===== src/rtl/ppa_pkg.sv =====
// Shared types and widths for the prefix-adder wrappers.
package ppa_pkg;

  localparam int unsigned WIDTH = 32;
  localparam int unsigned LOG2W = $clog2(WIDTH);
  localparam int unsigned CNT_W = 16;

  typedef logic [WIDTH-1:0] word_t;
  typedef logic [CNT_W-1:0] count_t;

  typedef enum logic {
    ACC  = 1'b0,
    HOLD = 1'b1
  } acc_state_t;

endpackage


===== src/rtl/sklansky_32bits.sv =====
// 32-bit Sklansky (divide-and-conquer) parallel-prefix adder, fully combinational.
module sklansky_32bits
  import ppa_pkg::*;
(
  input  word_t a,
  input  word_t b,
  input  logic  cin,
  output word_t sum,
  output logic  cout
);

  word_t half;
  word_t grp_g;
  word_t grp_p;

  // Prefix tree: after level l, bit i holds generate/propagate of its 2^(l+1)-aligned group down to bit 0.
  always_comb begin
    half  = a ^ b;
    grp_g = a & b;
    grp_p = half;
    // Fold carry-in into bit 0 so every group reaching bit 0 already includes it.
    grp_g[0] = grp_g[0] | (grp_p[0] & cin);
    for (int l = 0; l < int'(LOG2W); l++) begin
      for (int i = int'(WIDTH) - 1; i >= 0; i--) begin
        if (((i >> l) & 1) == 1) begin
          grp_g[i] = grp_g[i] | (grp_p[i] & grp_g[((i >> l) << l) - 1]);
          grp_p[i] = grp_p[i] & grp_p[((i >> l) << l) - 1];
        end
      end
    end
    sum  = half ^ {grp_g[WIDTH-2:0], cin};
    cout = grp_g[WIDTH-1];
  end

endmodule


===== src/rtl/ppa_stream_accumulator.sv =====
// Streaming add/subtract accumulator around the Sklansky prefix adder.
module ppa_stream_accumulator
  import ppa_pkg::*;
(
  input  logic             clk,
  input  logic             rst_n,
  input  logic             in_valid,
  output logic             in_ready,
  input  logic [WIDTH-1:0] in_data,
  input  logic             in_sub,
  input  logic             in_last,
  output logic             out_valid,
  input  logic             out_ready,
  output logic [WIDTH-1:0] out_sum,
  output logic [CNT_W-1:0] out_count,
  output logic             out_carry,
  output logic             out_ovf
);

  localparam count_t CNT_MAX = '1;

  acc_state_t state;
  acc_state_t state_nxt;
  word_t      acc;
  count_t     count;
  logic       carry_st;
  logic       ovf_st;

  word_t      b_op;
  word_t      sum;
  logic       cout;
  logic       accept;

  // Subtraction as A + ~B + 1.
  assign b_op   = in_sub ? ~in_data : in_data;
  assign accept = in_valid & in_ready;

  sklansky_32bits u_adder (
    .a   (acc),
    .b   (b_op),
    .cin (in_sub),
    .sum (sum),
    .cout(cout)
  );

  // State and datapath registers: accumulate on accept, clear when the result is taken.
  always_ff @(posedge clk) begin
    if (!rst_n) begin
      state    <= ACC;
      acc      <= '0;
      count    <= '0;
      carry_st <= 1'b0;
      ovf_st   <= 1'b0;
    end else begin
      state <= state_nxt;
      if (accept) begin
        acc      <= sum;
        count    <= (count == CNT_MAX) ? count : count + CNT_W'(1);
        carry_st <= carry_st | (in_sub ? ~cout : cout);
        ovf_st   <= ovf_st | ((acc[WIDTH-1] == b_op[WIDTH-1]) & (sum[WIDTH-1] != acc[WIDTH-1]));
      end else if ((state == HOLD) && out_ready) begin
        acc      <= '0;
        count    <= '0;
        carry_st <= 1'b0;
        ovf_st   <= 1'b0;
      end
    end
  end

  // Next state: ACC until the last beat is accepted, HOLD until the result is taken.
  always_comb begin
    state_nxt = state;
    case (state)
      ACC:     if (accept && in_last) state_nxt = HOLD;
      HOLD:    if (out_ready)         state_nxt = ACC;
      default: state_nxt = ACC;
    endcase
  end

  // Handshake outputs decode state only; result outputs come straight from registers.
  assign in_ready  = (state == ACC);
  assign out_valid = (state == HOLD);
  assign out_sum   = acc;
  assign out_count = count;
  assign out_carry = carry_st;
  assign out_ovf   = ovf_st;

endmodule


===== config.mk =====
export PLATFORM = sky130hd
export DESIGN_NAME = ppa_stream_accumulator
export DESIGN_NICKNAME = d
export VERILOG_FILES = /design/src/rtl/ppa_pkg.sv /design/src/rtl/sklansky_32bits.sv /design/src/rtl/ppa_stream_accumulator.sv
export SDC_FILE = /design/constraint.sdc
export NUM_CORES = 1
export LEC_CHECK = 0
export BUFFER_PORTS_ARGS = -buffer_cell sky130_fd_sc_hd__buf_2
export CAP_MARGIN = 20
export CORE_AREA = 10 10 97 99
export CTS_BUF_LIST = sky130_fd_sc_hd__clkbuf_4 sky130_fd_sc_hd__clkbuf_8
export DETAILED_ROUTE_END_ITERATION = 16
export DIE_AREA = 0 0 107 109
export HOLD_SLACK_MARGIN = 0.12
export PLACE_DENSITY_LB_ADDON = 0.08
export SYNTH_ARGS = -nofsm -noshare
export SYNTH_HDL_FRONTEND = slang
export SYNTH_HIERARCHICAL = 1
export SYNTH_SLANG_ARGS = --single-unit

===== constraint.sdc =====
create_clock -name clk -period 3.51 [get_ports clk]
set_clock_uncertainty 0.1 [all_clocks]
set_input_delay 0.1755 -clock clk [delete_from_list [all_inputs] [get_ports clk]]
set_output_delay 0.1755 -clock clk [all_outputs]
set_load 0.005 [all_outputs]

==> results of run 1 <==
==> logic make-up (layout without fill, tap and decap cells) <==
logic type | Yosys count | in the layout
AO/OA/AOI/OAI | 123 | 123
XOR/XNOR | 53 | 53
adder cells (fa/ha/maj) | 37 | 37
buffers and inverters | 39 | 132
flip-flops | 51 | 51
AND/OR/NAND/NOR | 139 | 139
==> repair_timing <==
| action | in CTS | in global routing |
|---|---|---|
| resized for setup | 0 | 8 |
| setup buffers | 0 | 1 |
| setup endpoints to repair | 0 | 1 |
| hold buffers | 2 | 0 |
| endpoints found under the hold margin | 8 | 0 |
==> synth_stat cells, drive strengths merged (2+ instances only) <==
| cell | number |
|---|---|
| o21bai | 2 |
| and2 | 4 |
| and4 | 5 |
| nor2 | 60 |
| or4 | 3 |
| a41oi | 4 |
| nand2b | 2 |
| o31ai | 2 |
| nand4 | 5 |
| xnor2 | 15 |
| o21a | 4 |
| a21o | 8 |
| nand2 | 19 |
| o21ai | 19 |
| nor4 | 2 |
| ha | 31 |
| a221oi | 2 |
| nor3b | 4 |
| xor2 | 38 |
| a2111oi | 2 |
| a31oi | 4 |
| clkbuf | 9 |
| dfxtp | 51 |
| fa | 6 |
| nor3 | 9 |
| a211oi | 2 |
| buf | 11 |
| o211ai | 5 |
| nor2b | 5 |
| nand3 | 10 |
| inv | 19 |
| and3 | 7 |
| a21oi | 25 |
| a22oi | 32 |
==> area by class of cell <==
cell class              count  area [um^2]
clock inverters             3         25.0
well taps                 102          128
inverters                  19         71.3
multi-input cells         352         2610
flip-flops and latches     51         1020
repair buffers            105          583
fillers                   729         3020
clock buffers               5         68.8
==> sequential cells by signal (all words and copies together) (netlist names) <==
| signal | cells |
|---|---|
| out_count | 16 |
| out_sum | 32 |
| out_ovf | 1 |
| out_valid | 1 |
| out_carry | 1 |
==> power by group through the flow <==
| stage | logic [mW] | registers (mW) | clock network [mW] |
|---|---|---|---|
| after floorplan | 0.658 | 0.722 | 0 |
| after global placement | 0.890 | 0.725 | 0 |
| after detailed placement | 0.907 | 0.726 | 0 |
| after CTS | 0.916 | 0.714 | 0.388 |
| after global routing | 1.05 | 0.727 | 0.409 |
| final | 0.928 | 0.714 | 0.379 |
==> stage by stage <==
stage	utilization	area [um^2]
2_1_floorplan	-	3750
3_3_place_gp	0.579	4360
3_5_place_dp	0.579	4360
4_1_cts	0.594	4470
5_1_grt	0.599	4510
6_report	0.599	4510
==> worst min-delay path: stages <==
cell and delay [ps]:
buf_2 130, a2bb2oi_1 130, nor2_1 70
==> layer usage <==
metal | wire length, um | global-route usage
met4 | 59 | 0.0290
met3 | 514 | 0.0460
met5 | 0 | 0
met2 | 4720 | 0.287
met1 | 4480 | 0.209
==> worst paths after layout <==
| path | from | to | slack [ps] | depth (start not counted) |
|---|---|---|---|---|
| hold / removal | out_ready | out_valid | 120 | 3 |
| setup reg to reg | out_sum[0] | out_ovf | 130 | 15 |
| setup / recovery | out_sum[0] | out_ovf | 130 | 15 |
| hold reg to reg | out_ovf | out_ovf | 400 | 2 |
==> run metrics, run 1 <==
clk sinks 51; Tmin final 3380 ps; post-DR vias/cell 5.49; Ports 90; CTS tree done; htree depth 2; Sw Ratio 0.384; Req. time, crit path 3590 ps; worst-path fanout max 3; Post-synth EDFFs 0; Flop pwr share 0.353; dominant cell type by area after synthesis dfxtp_1; Post-Syn Area 3750 um^2; # rows 32; fin. max-slew vios 0; Routed WL per cell 15.3 um; CTS max path bufs 2; final hold slack 123 ps; final setup violation count 0; initial antenna violation count 0; total CTS buffers 5; Design Power 2.02 mW; Seq cells post-synth 51; drt initial violations 164; total track usage 0.168; top cell type's share of synthesized area 0.273; Post-Place Cells 626; crit-path cells inv_1, fa_1, inv_1, fa_2, a211oi_2, o21ai_2, a41o_1, a31o_4, a211oi_4, o32ai_2, a221oi_2, xnor2_2, and3b_1, o21ai_2, a21oi_2; sw power 0.775 mW; ANT cells 0; Setup TNS Final 0 ps; first-pass GRT wire length 16.5 mm; Final nets 609; CTS Root Cell clkbuf_8; largest net degree at the start of global routing 47; unrepaired setup endpoints after global routing true; crit end category flip-flop; Rel. slew slack 0.433; WS Path Type flip-flop to flip-flop; Vias 3495; routability cong. 0.873; PortBufs 89; final hold vios 0; MaxCap Viol Count 0; Leak Pwr 2.16 nW; synth unique cells 59; Detailed Route WL 9.78 mm; commonest cells after routing, fill and taps aside buf_2 (89), nor2_1 (60), dfxtp_1 (50); non-filler cells, final 637; share of cells above drive strength 1 0.249; CTS clk-pin slew, worst paths 120 ps; DRC 0; Clock power frac 0.187; post-route ant nets 0; post-DP HPWL 7.13 mm; largest family of logic cells by synthesized area compound AO/OA/AOI/OAI gates; drt pass-1 iters 5; Critical Path AT 3460 ps; die area 11700 um^2; Power Density 448 nW/um^2; synthesized net count 517; combinational power share 0.459; die height 109 um; worst-margin pin slew 849 ps; Peak Freq 296 MHz; synth top area cells dfxtp_1 (27%), ha_1 (10%), xor2_1 (8.9%), a22oi_1 (6.4%), nor2_1 (6.0%); XOR/XNOR Fraction of Synth Area 0.124; Int Pwr 1.25 mW; asr flop ratio synth 0; Top Family by Delay on Critical Path compound AO/OA/AOI/OAI gates; period utilization 0.963; vias in the first global route 3498; commonest non-fill, non-tap cell in the layout buf_2; post-synthesis simple-gate area fraction 0.186; Post-Syn Area per Cell 8.48 um^2; WP buf/inv 2; GRT overflow 0; Primary FF master, synth dfxtp_1; status finished clean; worst skew pair latency 320 ps; Synthesis Warnings 6; Seq/Total Area, Yosys 0.273; slowest stage cell, crit path a221oi_2; final setup margin 130 ps; post-synthesis mux area share 0; area grow syn2layout 20.3%; CP Launch Type flip-flop; type of the tightest min-delay check input port to flip-flop; Synth Area in Adders 0.136; starting density of the core 0.498; pre-CTS setup slack -14.1 ps; Synth Area in Compound Gates 0.240; Die Width 107 um; CP max stage delay 360 ps; total core area 7530 um^2; largest vdd supply drop 0.221 mV; Syn Inst Count 442
Note: power is estimated with default switching activity, not from simulation.
==> inputs of run 2 (changes only) <==
--- a/config.mk
+++ b/config.mk
@@ -7,10 +7,10 @@
 export LEC_CHECK = 0
 export BUFFER_PORTS_ARGS = -buffer_cell sky130_fd_sc_hd__buf_2
 export CAP_MARGIN = 20
-export CORE_AREA = 10 10 97 99
+export CORE_AREA = 10 10 72 135
 export CTS_BUF_LIST = sky130_fd_sc_hd__clkbuf_4 sky130_fd_sc_hd__clkbuf_8
 export DETAILED_ROUTE_END_ITERATION = 16
-export DIE_AREA = 0 0 107 109
+export DIE_AREA = 0 0 82 145
 export HOLD_SLACK_MARGIN = 0.12
 export PLACE_DENSITY_LB_ADDON = 0.08
 export SYNTH_ARGS = -nofsm -noshare
==> run 2 against run 1 <==
Effect of this change: hold slack improved by 51 ps; non-clock buffer count up 3; utilization shrank 0.54 points; count of clock-buffer cells in the layout increased by 1; critical path type unchanged; critical endpoint unchanged.
==> run metrics, run 2 (synthesized netlist as in run 1, its figures left out) <==
Critical Path AT 3480 ps (+20 ps); Peak Freq 293 MHz (-0.94%); Reg2Reg Setup Slack 100 ps (-30 ps); Routed WL per cell 16.6 um (+8.4%); final setup violation count 0 (unchanged); Req. time, crit path 3580 ps (about the same); post-DP HPWL 7.91 mm (+11%); Final Util 0.593 (-0.00537); Area after DPL 4340 um^2 (-0.52%); Final nets 612 (+0.49%); post-route ant nets 0 (unchanged); Detailed Route WL 10.5 mm (+7.2%); clk sinks 51 (unchanged); wl on met1 3.88 mm (-13%); period utilization 0.972 (+0.00918); routed wl met2 5.79 mm (+23%); reg2reg start out_sum[0]; Tmin final 3410 ps (+32.2 ps); WS Path Type flip-flop to flip-flop; Ports 90 (unchanged); CP Launch Type flip-flop; routability cong. 0.892 (+2.2%); hold path start out_ready; Leak Pwr 2.16 nW (about the same); PortBufs 89 (unchanged); vias in the first global route 3674 (+5.0%); slowest stage cell, crit path fa_2; unrepaired setup endpoints after global routing true; Die Width 82 um (-23%); drt pass-1 iters 4 (-1); Top Family by Delay on Critical Path compound AO/OA/AOI/OAI gates; htree depth 2 (unchanged); commonest cells after routing, fill and taps aside buf_2 (89), nor2_1 (60), dfxtp_1 (50); Rel. slew slack 0.446 (+0.0132); largest net degree at the start of global routing 46 (-2.1%); cell depth of the worst hold path 4 (+1); fin area 4480 um^2 (-0.67%); share of cells above drive strength 1 0.243 (-0.00606); status finished clean; worst-path fanout max 3 (unchanged); MaxCap Viol Count 0 (unchanged); CTS max path bufs 2 (unchanged); CP max stage delay 400 ps (+40 ps); WP buf/inv 2 (unchanged); Power Density 448 nW/um^2 (-0.12%); total core area 7540 um^2 (+0.23%); fin. max-slew vios 0 (unchanged); worst skew pair latency 320 ps (about the same); GRT overflow 0 (unchanged); initial antenna violation count 0 (unchanged); crit-path cells inv_1, fa_1, inv_1, fa_2, a211oi_2, o21ai_2, a41o_1, a31o_4, a211oi_4, o32ai_2, a221oi_2, xnor2_1, and3b_1, o21ai_1, a21oi_1; max reg flops 32 (unchanged); CTS clk-pin slew, worst paths 90 ps (-30 ps); starting density of the core 0.497 (-0.00116); Vias 3632 (+3.9%); commonest non-fill, non-tap cell in the layout buf_2; die area 11900 um^2 (+1.9%); Top Layer Used met4; worst-margin pin slew 829 ps (-19.7 ps); worst reg-to-reg path cell count 15 (unchanged); most frequent CP cell inv_1; type of the tightest min-delay check input port to flip-flop; Filler cells 709 (-2.7%); final hold vios 0 (unchanged); total track usage 0.177 (+0.00906); first-pass GRT wire length 17.1 mm (+3.5%); met3 routed WL 601 um (+17%); total CTS buffers 5 (unchanged); Critical R2R Capture out_ovf; # rows 45 (+41%); drt initial violations 238 (+45%); ANT cells 0 (unchanged); largest vdd supply drop 0.296 mV (+34%); area grow syn2layout 19.5%; die height 145 um (+33%); post-DR vias/cell 5.77 (+5.1%); DRC 0 (unchanged); crit end category flip-flop; worst hold endpoint out_carry; CTS tree done; CTS Root Cell clkbuf_8
==> run 2: cell types whose count changed in the layout (fill, tap and decap cells not counted) <==
cell           previous run  this run
buf_4                    13        16
buf_12                    1         0
dlygate4sd3_1             2         3
a21oi_2                   3         2
clkinvlp_4                1         0
xnor2_1                  14        15
clkbuf_4                  0         1
inv_6                     2         0
a21oi_1                  21        22
o21ai_1                   2         3
xnor2_2                   1         0
o21ai_2                   2         1
==> run 2: tightest hold or removal path: stages <==
cell and delay, ps:
buf_2 120, nand2_1 130, nand2_1 90, nor2_1 30
==> run 2: per-stage QoR <==
step | hold WS (ps) | instances | setup TNS (ps) | power (mW) | setup WS (ps)
floorplan | 218 | 442 | 0 | 1.38 | 34.9
global placement | 310 | 618 | 0 | 1.63 | 28.0
detailed placement | 326 | 618 | -80.5 | 1.65 | -80.5
CTS | 166 | 627 | 0 | 2.00 | 28.7
global route | 178 | 630 | -65.8 | 2.16 | -63.7
finish | 174 | 630 | 0 | 2.00 | 97.9
==> run 2: repair_timing <==
item | CTS | global route
resized for setup | 0 | 5
hold endpoints to repair | 8 | 0
setup endpoints to repair | 0 | 1
setup buffers | 0 | 3
hold buffers | 3 | 0
==> run 2: layout make-up <==
type,instances,area [um^2],share of cell area
multi-input cells,352,2590,0.579
flip-flops and latches,51,1020,0.228
repair buffers,108,596,0.133
well taps,94,118,0.0263
clock buffers,6,76.3,0.0170
inverters,19,71.3,0.0159
==> run 2: metal layers <==
| metal | vias to the layer above | track usage |
|---|---|---|
| met5 | - | 0 |
| met4 | 0 | 0.0642 |
| met3 | 16 | 0.0396 |
| met2 | 96 | 0.328 |
| met1 | 1733 | 0.178 |
| li1 | 1787 | - |
==> run 2: worst max path at each step <==
stage	startpoint	end	cells past startpoint
2_1_floorplan	in_sub	out_ovf	17
3_3_place_gp	in_sub	out_ovf	17
3_5_place_dp	in_sub	out_ovf	17
4_1_cts	out_sum[0]	out_ovf	15
5_1_grt	out_sum[0]	out_ovf	15
6_report	out_sum[0]	out_ovf	15
==> run 2: where the power goes <==
group | leakage, nW | total (mW) | switching (mW) | internal, mW
combinational | 1.70 | 0.942 | 0.488 | 0.454
sequential | 0.418 | 0.716 | 0.0671 | 0.649
clock | 0.0406 | 0.346 | 0.205 | 0.142
total | 2.16 | 2.00 | 0.760 | 1.24
